===== config.mk =====
export PLATFORM = sky130hd
export DESIGN_NAME = ps2_key_decoder
export DESIGN_NICKNAME = d
export VERILOG_FILES = /design/src/rtl/ps2_key_decoder.sv
export SDC_FILE = /design/constraint.sdc
export NUM_CORES = 1
export LEC_CHECK = 0
export ABC_AREA = 1
export ABC_CLOCK_PERIOD_IN_PS = 5600
export CORE_MARGIN = 3
export CORE_UTILIZATION = 40
export DETAILED_ROUTE_END_ITERATION = 16
export PLACE_DENSITY = 0.58
export SLEW_MARGIN = 25
export SYNTH_ARGS = -nofsm -noshare
export SYNTH_HDL_FRONTEND = slang
export SYNTH_SLANG_ARGS = --single-unit

===== constraint.sdc =====
create_clock -name clk -period 5.6 [get_ports clk]
set_input_delay 0.56 -clock clk [delete_from_list [all_inputs] [get_ports clk]]
set_output_delay 0.56 -clock clk [all_outputs]
set_load 0.1 [all_outputs]

===== src/rtl/ps2_key_decoder.sv =====
// PS/2 keyboard front end: sync, clock filter, frame FSM, prefix decode.
// Emits one-cycle snake direction and start pulses.
module ps2_key_decoder #(
  parameter int FILTER_LEN     = 8,
  parameter int TIMEOUT_CYCLES = 200000
) (
  input  logic       clk,
  input  logic       rst,
  input  logic       ps2_clk,
  input  logic       ps2_data,
  output logic       up,
  output logic       down,
  output logic       left,
  output logic       right,
  output logic       userStart,
  output logic [7:0] scan_code,
  output logic       scan_valid,
  output logic       frame_err
);

  localparam int TW = $clog2(TIMEOUT_CYCLES + 1);

  typedef enum logic [1:0] {
    S_IDLE,
    S_DATA,
    S_PARITY,
    S_STOP
  } state_t;

  state_t                r_state;
  logic                  r_clk_s1;
  logic                  r_clk_s2;
  logic                  r_dat_s1;
  logic                  r_dat_s2;
  logic [FILTER_LEN-1:0] r_filt;
  logic                  r_fclk;
  logic [2:0]            r_bcnt;
  logic [7:0]            r_shift;
  logic                  r_par;
  logic [TW-1:0]         r_to;
  logic                  r_ext;
  logic                  r_brk;

  logic w_fall;
  logic w_timeout;
  logic w_ok;
  logic w_up;
  logic w_down;
  logic w_left;
  logic w_right;
  logic w_start;

  assign w_fall    = r_fclk & ~|r_filt;
  assign w_timeout = (r_state != S_IDLE) && !w_fall &&
                     (r_to == TW'(TIMEOUT_CYCLES - 1));
  // Stop must be 1 and data+parity must carry odd ones.
  assign w_ok      = r_dat_s2 & (^{r_shift, r_par});

  always_comb begin
    w_up    = 1'b0;
    w_down  = 1'b0;
    w_left  = 1'b0;
    w_right = 1'b0;
    w_start = 1'b0;
    if (!r_brk) begin
      unique case (1'b1)
        r_ext && r_shift == 8'h75:  w_up    = 1'b1;
        r_ext && r_shift == 8'h72:  w_down  = 1'b1;
        r_ext && r_shift == 8'h6B:  w_left  = 1'b1;
        r_ext && r_shift == 8'h74:  w_right = 1'b1;
        !r_ext && r_shift == 8'h1D: w_up    = 1'b1;
        !r_ext && r_shift == 8'h1B: w_down  = 1'b1;
        !r_ext && r_shift == 8'h1C: w_left  = 1'b1;
        !r_ext && r_shift == 8'h23: w_right = 1'b1;
        !r_ext && r_shift == 8'h5A: w_start = 1'b1;
        default: ;
      endcase
    end
  end

  always_ff @(posedge clk) begin
    if (rst) begin
      r_clk_s1   <= 1'b1;
      r_clk_s2   <= 1'b1;
      r_dat_s1   <= 1'b1;
      r_dat_s2   <= 1'b1;
      r_filt     <= '1;
      r_fclk     <= 1'b1;
      r_state    <= S_IDLE;
      r_bcnt     <= '0;
      r_shift    <= '0;
      r_par      <= 1'b0;
      r_to       <= '0;
      r_ext      <= 1'b0;
      r_brk      <= 1'b0;
      up         <= 1'b0;
      down       <= 1'b0;
      left       <= 1'b0;
      right      <= 1'b0;
      userStart  <= 1'b0;
      scan_code  <= 8'h00;
      scan_valid <= 1'b0;
      frame_err  <= 1'b0;
    end else begin
      r_clk_s1   <= ps2_clk;
      r_clk_s2   <= r_clk_s1;
      r_dat_s1   <= ps2_data;
      r_dat_s2   <= r_dat_s1;
      r_filt     <= {r_filt[FILTER_LEN-2:0], r_clk_s2};
      if (~|r_filt)
        r_fclk <= 1'b0;
      else if (&r_filt)
        r_fclk <= 1'b1;

      up         <= 1'b0;
      down       <= 1'b0;
      left       <= 1'b0;
      right      <= 1'b0;
      userStart  <= 1'b0;
      scan_valid <= 1'b0;
      frame_err  <= 1'b0;

      if (w_fall)
        r_to <= '0;
      else if (r_state != S_IDLE && !w_timeout)
        r_to <= r_to + 1'b1;

      if (w_timeout) begin
        r_state   <= S_IDLE;
        r_to      <= '0;
        r_ext     <= 1'b0;
        r_brk     <= 1'b0;
        frame_err <= 1'b1;
      end else if (w_fall) begin
        unique case (r_state)
          S_IDLE: begin
            if (!r_dat_s2) begin
              r_state <= S_DATA;
              r_bcnt  <= '0;
            end else begin
              frame_err <= 1'b1;
            end
          end
          S_DATA: begin
            r_shift <= {r_dat_s2, r_shift[7:1]};
            r_bcnt  <= r_bcnt + 1'b1;
            if (r_bcnt == 3'd7)
              r_state <= S_PARITY;
          end
          S_PARITY: begin
            r_par   <= r_dat_s2;
            r_state <= S_STOP;
          end
          S_STOP: begin
            r_state <= S_IDLE;
            if (w_ok) begin
              scan_code  <= r_shift;
              scan_valid <= 1'b1;
              if (r_shift == 8'hE0) begin
                r_ext <= 1'b1;
              end else if (r_shift == 8'hF0) begin
                r_brk <= 1'b1;
              end else begin
                up        <= w_up;
                down      <= w_down;
                left      <= w_left;
                right     <= w_right;
                userStart <= w_start;
                r_ext     <= 1'b0;
                r_brk     <= 1'b0;
              end
            end else begin
              frame_err <= 1'b1;
              r_ext     <= 1'b0;
              r_brk     <= 1'b0;
            end
          end
          default: r_state <= S_IDLE;
        endcase
      end
    end
  end

endmodule


# Word level (Yosys, flattened, before mapping)
# Index checks and enable logic that the tools add are counted.
# word_totals
output_inout_bits,15
in_bits,4
elab_cells,111
regBits,62
# classes
add_sub_neg,2
eq_ne,21
reduce_logical,37
bitwise_logic,6
mux,24
# op_table
op,count
$eq A8 B7 Y1 const B,5
$eq A8 B5 Y1 const B,3
$add A18 B1 Y18 const B,1
$eq A18 B18 Y1 const B,1
$mux W1,18
$eq A8 B8 Y1 const B,2
$reduce_or A8 Y1,2
$reduce_and A3 Y1,5
$logic_and A1 B1 Y1,12
$reduce_or A2 Y1,5
$reduce_xor A9 Y1,1
$eq A8 B6 Y1 const B,1
$pmux W2 S4,1
$reduce_and A4 Y1,2
$reduce_and A8 Y1,1
$ne A2 B2 Y1 const B,3
$pmux W3 S2,1
$eq A2 B2 Y1 const B,2
$logic_not A1 Y1,4
$mux W2,2
$not A1 Y1,4
$reduce_bool A2 Y1,2
$reduce_or A4 Y1,1
$add A3 B1 Y3 const B,1
9 further kinds,10

# Depth between registers and ports, before layout
# Gate-level depths: netlist of the first run.
# depth
word_depth,8
depth_mapped,13
depth_no_buf,13

# Worst setup path before layout of the first run
# OpenSTA, ideal clock, no wires.
# synth_timing
kind,reg-to-reg
from,reg r_state[0]
to,reg r_to[17]
required_time_ps,5478
path_slack_ps,3798
synth_period_minus_slack_ps,1802
setup_time_ps,122
path_stages_with_launch,12
arrival_time_ps,1680
path_cell_list,dfxtp_1 inv_1 ha_1 inv_2 nand3_1 nor2_1 nand3_2 nor2_4 nor2_4 nand2_2 buf_4 a21oi_2
# synth_between
elab_chain_len,5
word_cells_on_any_way,6
cone_classes,reduce/logical (6)
# synth_rtl
element,line,text
start: declaration,30,state_t r_state;
start signal: assignment,89,r_state <= S_IDLE;
start signal: assignment,129,r_state <= S_IDLE;
start signal: assignment,138,r_state <= S_DATA;
$reduce_bool A2 Y1 *,"54, 125",
$logic_and A1 B1 Y1 (2 in series),54,assign w_timeout = (r_state != S_IDLE) && !w_fall &&
$logic_not A1 Y1,125,else if (r_state != S_IDLE && !w_timeout)
$logic_and A1 B1 Y1,125,
end signal: assignment,126,r_to <= r_to + 1'b1;
end: declaration,40,logic [TW-1:0] r_to;
# Every way passes the cells marked *; elsewhere a longest branch is shown, timed or not.
# A chain may end at the register's enable or synchronous reset.

# Final worst setup path of the first run
# layout_timing
from,reg scan_code[4]
to,out scan_code[4]
# layout_rtl
element,line,text
start: declaration,16,"output logic [7:0] scan_code,"
start signal: assignment,157,scan_code <= r_shift;
# No word-level cell between the ends.

==> metrics.cfg, run 1 <==
[status]
status = finished clean

[floorplanning]
die_area_mm2 = 0.008646
rows = 31
io_pins = 19
dieHeight_um = 92.99
die_w_um = 92.99
core_area_mm2 = 0.007292
start_util = 0.4151

[yosys]
synthAdderAreaFrac = 0.03307
synth.yosys.warnings = 0
synth-xor-area-share = 0.03183
ys.flop_type = dfxtp_1
yosys.area_share.simple = 0.3353
muxShareOfSynthArea = 0
ys_ff_latch = 62
synth_cells = 402
async_flop_share = 0
yosysUniqueCellTypes = 34
netlist_area_mm2 = 0.003027
synth_compound_area_frac = 0.1178
synth-seq-area-share = 0.4101
synth_top_family_by_area = simple AND/OR/NAND/NOR gates
syn_nets = 414
postSynthAreaPerCell_um2 = 7.529
synth_edf_count = 0

[global_route]
grt_pass1_vias = 2491
grt_overflow = 0
grt_pass1_wl_mm = 11.07
antenna_found_initial = 0
grt_usage = 0.1601
grt_max_degree = 25

[detailed_routing]
drc = 0
wirelength_mm = 6.430
drt-pass1-iter-count = 4
vias = 2628
via_per_inst = 4.996
initialDrtViolationCount = 136
avgRoutedWirePerCell_um = 12.22
ant_nets = 0

[worst_setup_path]
max_stage_delay_ns = 1.14
rr_worst_depth = 12
critPathArrivalTime_ns = 1.82
cp_max_fo = 2
r2r_start = r_state[0]
end_kind = primary output
critical_path_class = register to primary output
critPathBufInv = 1
cp-start-kind = register
crit_family = buffers and inverters
r2r-end = r_to[2]
crit_chain = clkdlybuf4s50_1
required_ns = 5.04
r2r_setup_slack_ns = 3.46
cp_slowest_cell = clkdlybuf4s50_1

[cells_and_area]
area_delta_synth_final_pct = 15.54
fin_nets = 434
nFillCells = 770
fin_cells = 526
diodes = 0
layout_common_cells = nand2_1, dfxtp_1, nor2_1
final_common_cell = nand2_1
drive_gt1_frac = 0.1382
multi_input_area_mm2 = 0.001568
final_area_mm2 = 0.003497
final-seq-area_mm2 = 0.001241

[clocking]
cts.repair.resized = 0
hold_buffers = 0
cts_max_level = 3
clock_sinks = 62
ctsRootBufferMaster = clkbuf_8
numCtsBuffers = 9
clkTransAtPathRegs_ns = 0.07
cts_tree = built
cts_buffer_depth = 2
clk_latency_ns = 0.34
cts_setup_buffers = 0

[worst_hold_path]
hold_class = register to register
min_to = r_clk_s2
holdPathStages = 1
worstHoldStart = r_clk_s1

[power_and_ir_drop]
vdd_drop_max_v = 0.0001282
cellLeakagePower_uw = 0.001289
cellPowerDensity_mw_per_mm2 = 255.6

[place]
placed_area_mm2 = 0.003276
pre_cts_ws_ns = 3.317
gp_congestion = 0.8646
portBuffers = 18
detailed_place_hpwl_mm = 4.653
place_inst = 510

[timing]
skew_ns = 0.006573
slew_violations = 0
final.setup.worst_slack_ns = 3.225
setup_violations = 0
max_freq_mhz = 421.1
tns_ns = 0
maxSlewHeadroom = 0.3435
worst_slew_pin_slew_ns = 0.9816
min_period_ns = 2.375
hold_viol = 0
min_period_over_period = 0.4241
rsz0062_at_grt = false

[run]
max_cap_violations = 0

-- flip-flops by register name, indices dropped and copies added, names as in the netlist, 2 cells and up --
register   cells
r_filt         8
scan_code      8
r_shift        8
r_bcnt         3
r_state        2
r_to          18
-- how the worst max path moves through the flow --
| stage | from | to | slack [ns] | cells after the start |
|---|---|---|---|---|
| floorplan | r_state[0] | r_to[17] | 3.80 | 11 |
| global placement | rst | r_shift[4] | 3.38 | 4 |
| detailed placement | rst | r_par | 3.32 | 4 |
| CTS | scan_code[4] | scan_code[4] | 3.19 | 1 |
| global route | scan_code[4] | scan_code[4] | 3.17 | 1 |
| finish | scan_code[4] | scan_code[4] | 3.23 | 1 |
-- layer usage --
metal / share of wire / GRT usage / up-vias
li1: - / - / 1362
met1: 0.46 / 0.1927 / 1192
met2: 0.47 / 0.2597 / 56
met3: 0.040 / 0.03701 / 18
met4: 0.030 / 0.09524 / 0
met5: 0 / 0 / -
-- cell type report --
| cell class | count | area share |
|---|---|---|
| clock buffer | 9 | 0.03542 |
| clock inverter | 7 | 0.02791 |
| tap | 99 | 0.03542 |
| inverter | 43 | 0.04651 |
| sequential | 62 | 0.3549 |
| timing repair buffer | 18 | 0.05152 |
| multi-input combinational | 288 | 0.4483 |
-- where the power goes --
part           switching [uW]  internal [uW]
Combinational            9.55           4.78
Clock                     185            252
Sequential              0.944            442
Total                     195            699
-- per-stage QoR --
stage	hold WS, ns	power [uW]	util
after global placement	0.3921	467.8	0.4492
after CTS	0.4168	905.8	0.4796
after detailed placement	0.3985	468.2	0.4492
after floorplan	0.3895	463.7	-
final	0.4146	894.0	0.4796
after global routing	0.4261	927.8	0.4796
-- cell families (layout without fill, tap and decap cells) --
kind of cell / count (synthesis) / in the layout
fa+ha+maj: 8 / 8
compound gates: 61 / 61
xor+xnor: 11 / 11
simple gates: 208 / 208
buf+inv: 52 / 77
flops: 62 / 62
-- synth_stat cells (3+ instances only) --
| cell | number | area share |
|---|---|---|
| inv_2 | 8 | 0.0099 |
| xor2_1 | 9 | 0.026 |
| nor4_1 | 6 | 0.012 |
| inv_1 | 34 | 0.042 |
| o21ai_0 | 20 | 0.033 |
| nor2_4 | 4 | 0.015 |
| nand4_1 | 13 | 0.027 |
| clkbuf_1 | 3 | 0.0037 |
| dfxtp_1 | 62 | 0.41 |
| a21oi_1 | 26 | 0.043 |
| nor3_1 | 18 | 0.030 |
| a21oi_2 | 12 | 0.035 |
| ha_1 | 8 | 0.033 |
| nand2_2 | 3 | 0.0062 |
| or2_2 | 6 | 0.012 |
| nor2_1 | 37 | 0.046 |
| buf_4 | 3 | 0.0074 |
| nand2_1 | 89 | 0.11 |
| nand3_1 | 20 | 0.033 |
-- worst register-to-register path, stage by stage, from the launching register on --
cell,delay (ns)
dfxtp_1,0.37
inv_1,0.10
ha_1,0.27
inv_2,0.11
nand3_1,0.07
nor2_1,0.14
nand3_2,0.10
nor2_4,0.21
nor2_4,0.08
nand2_2,0.38
inv_1,0.08
nand2_1,0.08
a21oi_1,0.04
Power figures use the tool's default switching activity.
==> run 2, diff against run 1 <==
--- a/config.mk
+++ b/config.mk
@@ -6,7 +6,7 @@
 export NUM_CORES = 1
 export LEC_CHECK = 0
 export ABC_AREA = 1
-export ABC_CLOCK_PERIOD_IN_PS = 5600
+export ABC_CLOCK_PERIOD_IN_PS = 2400
 export CORE_MARGIN = 3
 export CORE_UTILIZATION = 40
 export DETAILED_ROUTE_END_ITERATION = 16
==> constraint.sdc (replaced) <==
create_clock -name clk -period 2.4 [get_ports clk]
set_input_delay 0.24 -clock clk [delete_from_list [all_inputs] [get_ports clk]]
set_output_delay 0.24 -clock clk [all_outputs]
set_load 0.1 [all_outputs]
==> run 2 against run 1 <==
Clock power is 130% higher. First-iteration DRC count is 13% lower. Clock skew up 0.0043 ns. Worst hold slack got worse by 0.0057 ns. Die area stayed put. Critical path depth grew 10. Worst setup slack lost 2.8 ns. Total power rose by 130%. Critical path type is now register to register. Highest routed layer unchanged.
==> metrics.cfg, run 2 (synthesis results as in run 1) <==
[cells_and_area]
area_delta_synth_final_pct = 15.21  ; was 15.54%
top_register = r_to  ; unchanged
layout_common_cells = nand2_1, dfxtp_1, nor2_1  ; unchanged
fin_nets = 437  ; was 434
nFillCells = 755  ; was 770
final_common_cell = nand2_1  ; unchanged
diodes = 0  ; unchanged
fin_cells = 529  ; was 526
drive_gt1_frac = 0.1767  ; was 0.1382
largest_register_ffs = 18  ; unchanged
final_area_mm2 = 0.003487  ; was 0.003497 mm2

[timing]
tns_ns = 0  ; unchanged
max_freq_mhz = 500.2
maxSlewHeadroom = 0.6921  ; was 0.3435
slew_violations = 0  ; unchanged
worst_slew_pin_slew_ns = 0.4607  ; was 0.9816 ns
setup_violations = 0  ; unchanged
min_period_over_period = 0.8330
hold_viol = 0  ; unchanged
hold_ws_ns = 0.4088  ; was 0.4146 ns
rsz0062_at_grt = false  ; unchanged
skew_ns = 0.01089  ; was 0.006573 ns
min_period_ns = 1.999

[detailed_routing]
drc = 0  ; unchanged
drt-pass1-iter-count = 5  ; was 4
avgRoutedWirePerCell_um = 12.09  ; was 12.22 um
initialDrtViolationCount = 119  ; was 136
ant_nets = 0  ; unchanged
vias = 2615  ; was 2628
via_per_inst = 4.943  ; was 4.996
wirelength_mm = 6.394  ; was 6.430 mm

[global_route]
use_met2 = 0.2711  ; was 0.2597
grt_pass1_vias = 2522  ; was 2491
met3_usage = 0.04988  ; was 0.03701
antenna_found_initial = 0  ; unchanged
grt_overflow = 0  ; unchanged
grt_usage = 0.1622  ; was 0.1601
grt_max_degree = 25  ; unchanged
grt_pass1_wl_mm = 11.16  ; was 11.07 mm
grt_most_used_layer = met2  ; unchanged
grt.met1_usage = 0.1944  ; was 0.1927

[floorplanning]
rows = 31  ; unchanged
dieHeight_um = 92.99  ; unchanged
start_util = 0.4151  ; unchanged
core_area_mm2 = 0.007292  ; unchanged
die_area_mm2 = 0.008646  ; unchanged
die_w_um = 92.99  ; unchanged
io_pins = 19  ; unchanged

[place]
place_inst = 513  ; was 510
gp_congestion = 0.8621  ; was 0.8646
portBuffers = 18  ; unchanged
detailed_place_hpwl_mm = 4.546  ; was 4.653 mm
placed_area_mm2 = 0.003273  ; was 0.003276 mm2

[power_and_ir_drop]
vdd_drop_max_v = 0.0003170  ; was 0.0001282 V
cellLeakagePower_uw = 0.001340  ; was 0.001289 uW
cellPowerDensity_mw_per_mm2 = 592.5  ; was 255.6 mW/mm2
p_total_uw = 2066  ; was 894.0 uW

[worst_setup_path]
critical_path_class = register to register  ; was register to primary output
required_ns = 2.63  ; was 5.04 ns
critPathArrivalTime_ns = 2.23  ; was 1.82 ns
cp-start-kind = register  ; unchanged
cp_max_fo = 10  ; was 2
end_kind = register  ; was primary output

[clocking]
cts_buffer_depth = 2  ; unchanged
clkTransAtPathRegs_ns = 0.07  ; about the same
clk_latency_ns = 0.34  ; about the same
cts_tree = built  ; unchanged
numCtsBuffers = 9  ; unchanged
hold_buffers = 0  ; unchanged
cts_max_level = 3  ; unchanged
clock_sinks = 62  ; unchanged
ctsRootBufferMaster = clkbuf_8  ; unchanged
cts_setup_buffers = 0  ; unchanged
cts.repair.resized = 0  ; unchanged

[run]
max_cap_violations = 0  ; unchanged

[status]
status = finished clean  ; unchanged

[worst_hold_path]
hold_class = register to register  ; unchanged

[run 2: cell count changes in the layout (fill, tap and decap cells not counted), sizes merged]
cell and change:
inv -1, clkinv +1, clkinvlp -1, buf +18, clkdlybuf4s50 -15, clkbuf +1
[run 2: per-stage QoR]
step                      worst slack, ns    util
after global routing               0.1716  0.4782
final                              0.4008  0.4782
after detailed placement           0.3815  0.4489
after floorplan                    0.5982       -
after CTS                          0.3581  0.4782
after global placement             0.4576  0.4489
[run 2: area by class of cell]
cell class / count / area (um2) / area share
multi-input cells: 288 / 1568 / 0.4496
clock inverters: 6 / 86.33 / 0.02476
flip-flops and latches: 62 / 1241 / 0.3559
well taps: 99 / 123.9 / 0.03552
clock buffers: 10 / 127.6 / 0.03660
inverters: 43 / 162.7 / 0.04665
repair buffers: 21 / 177.7 / 0.05095
[run 2: per-layer routing]
metal,wire (um),part of all wire
met2,3035,0.47
met4,123,0.019
met3,361,0.056
met5,0,0
met1,2874,0.45
[run 2: worst max-delay path: stages, from the launching register on]
cell and delay (ns):
dfxtp_1 0.36, inv_1 0.10, ha_1 0.27, inv_2 0.11, nand3_1 0.07, nor2_1 0.13
nand3_2 0.10, nor2_4 0.21, nor2_4 0.08, nand2_2 0.22, buf_12 0.18, a21oi_1 0.05
[run 2: power by group]
group,total (uW),switching [uW],internal (uW)
Combinational,40.2,23.8,16.4
Clock,991,408,583
Sequential,1030,2.19,1030
Total,2070,434,1630
[run 2: final timing paths]
kind	start	end	slack, ns	cells past startpoint
worst max-delay path	r_state[0]	r_to[7]	0.40	11
worst max register to register	r_state[0]	r_to[7]	0.40	11
worst min-delay path	r_dat_s1	r_dat_s2	0.41	1
worst min register to register	r_dat_s1	r_dat_s2	0.41	1
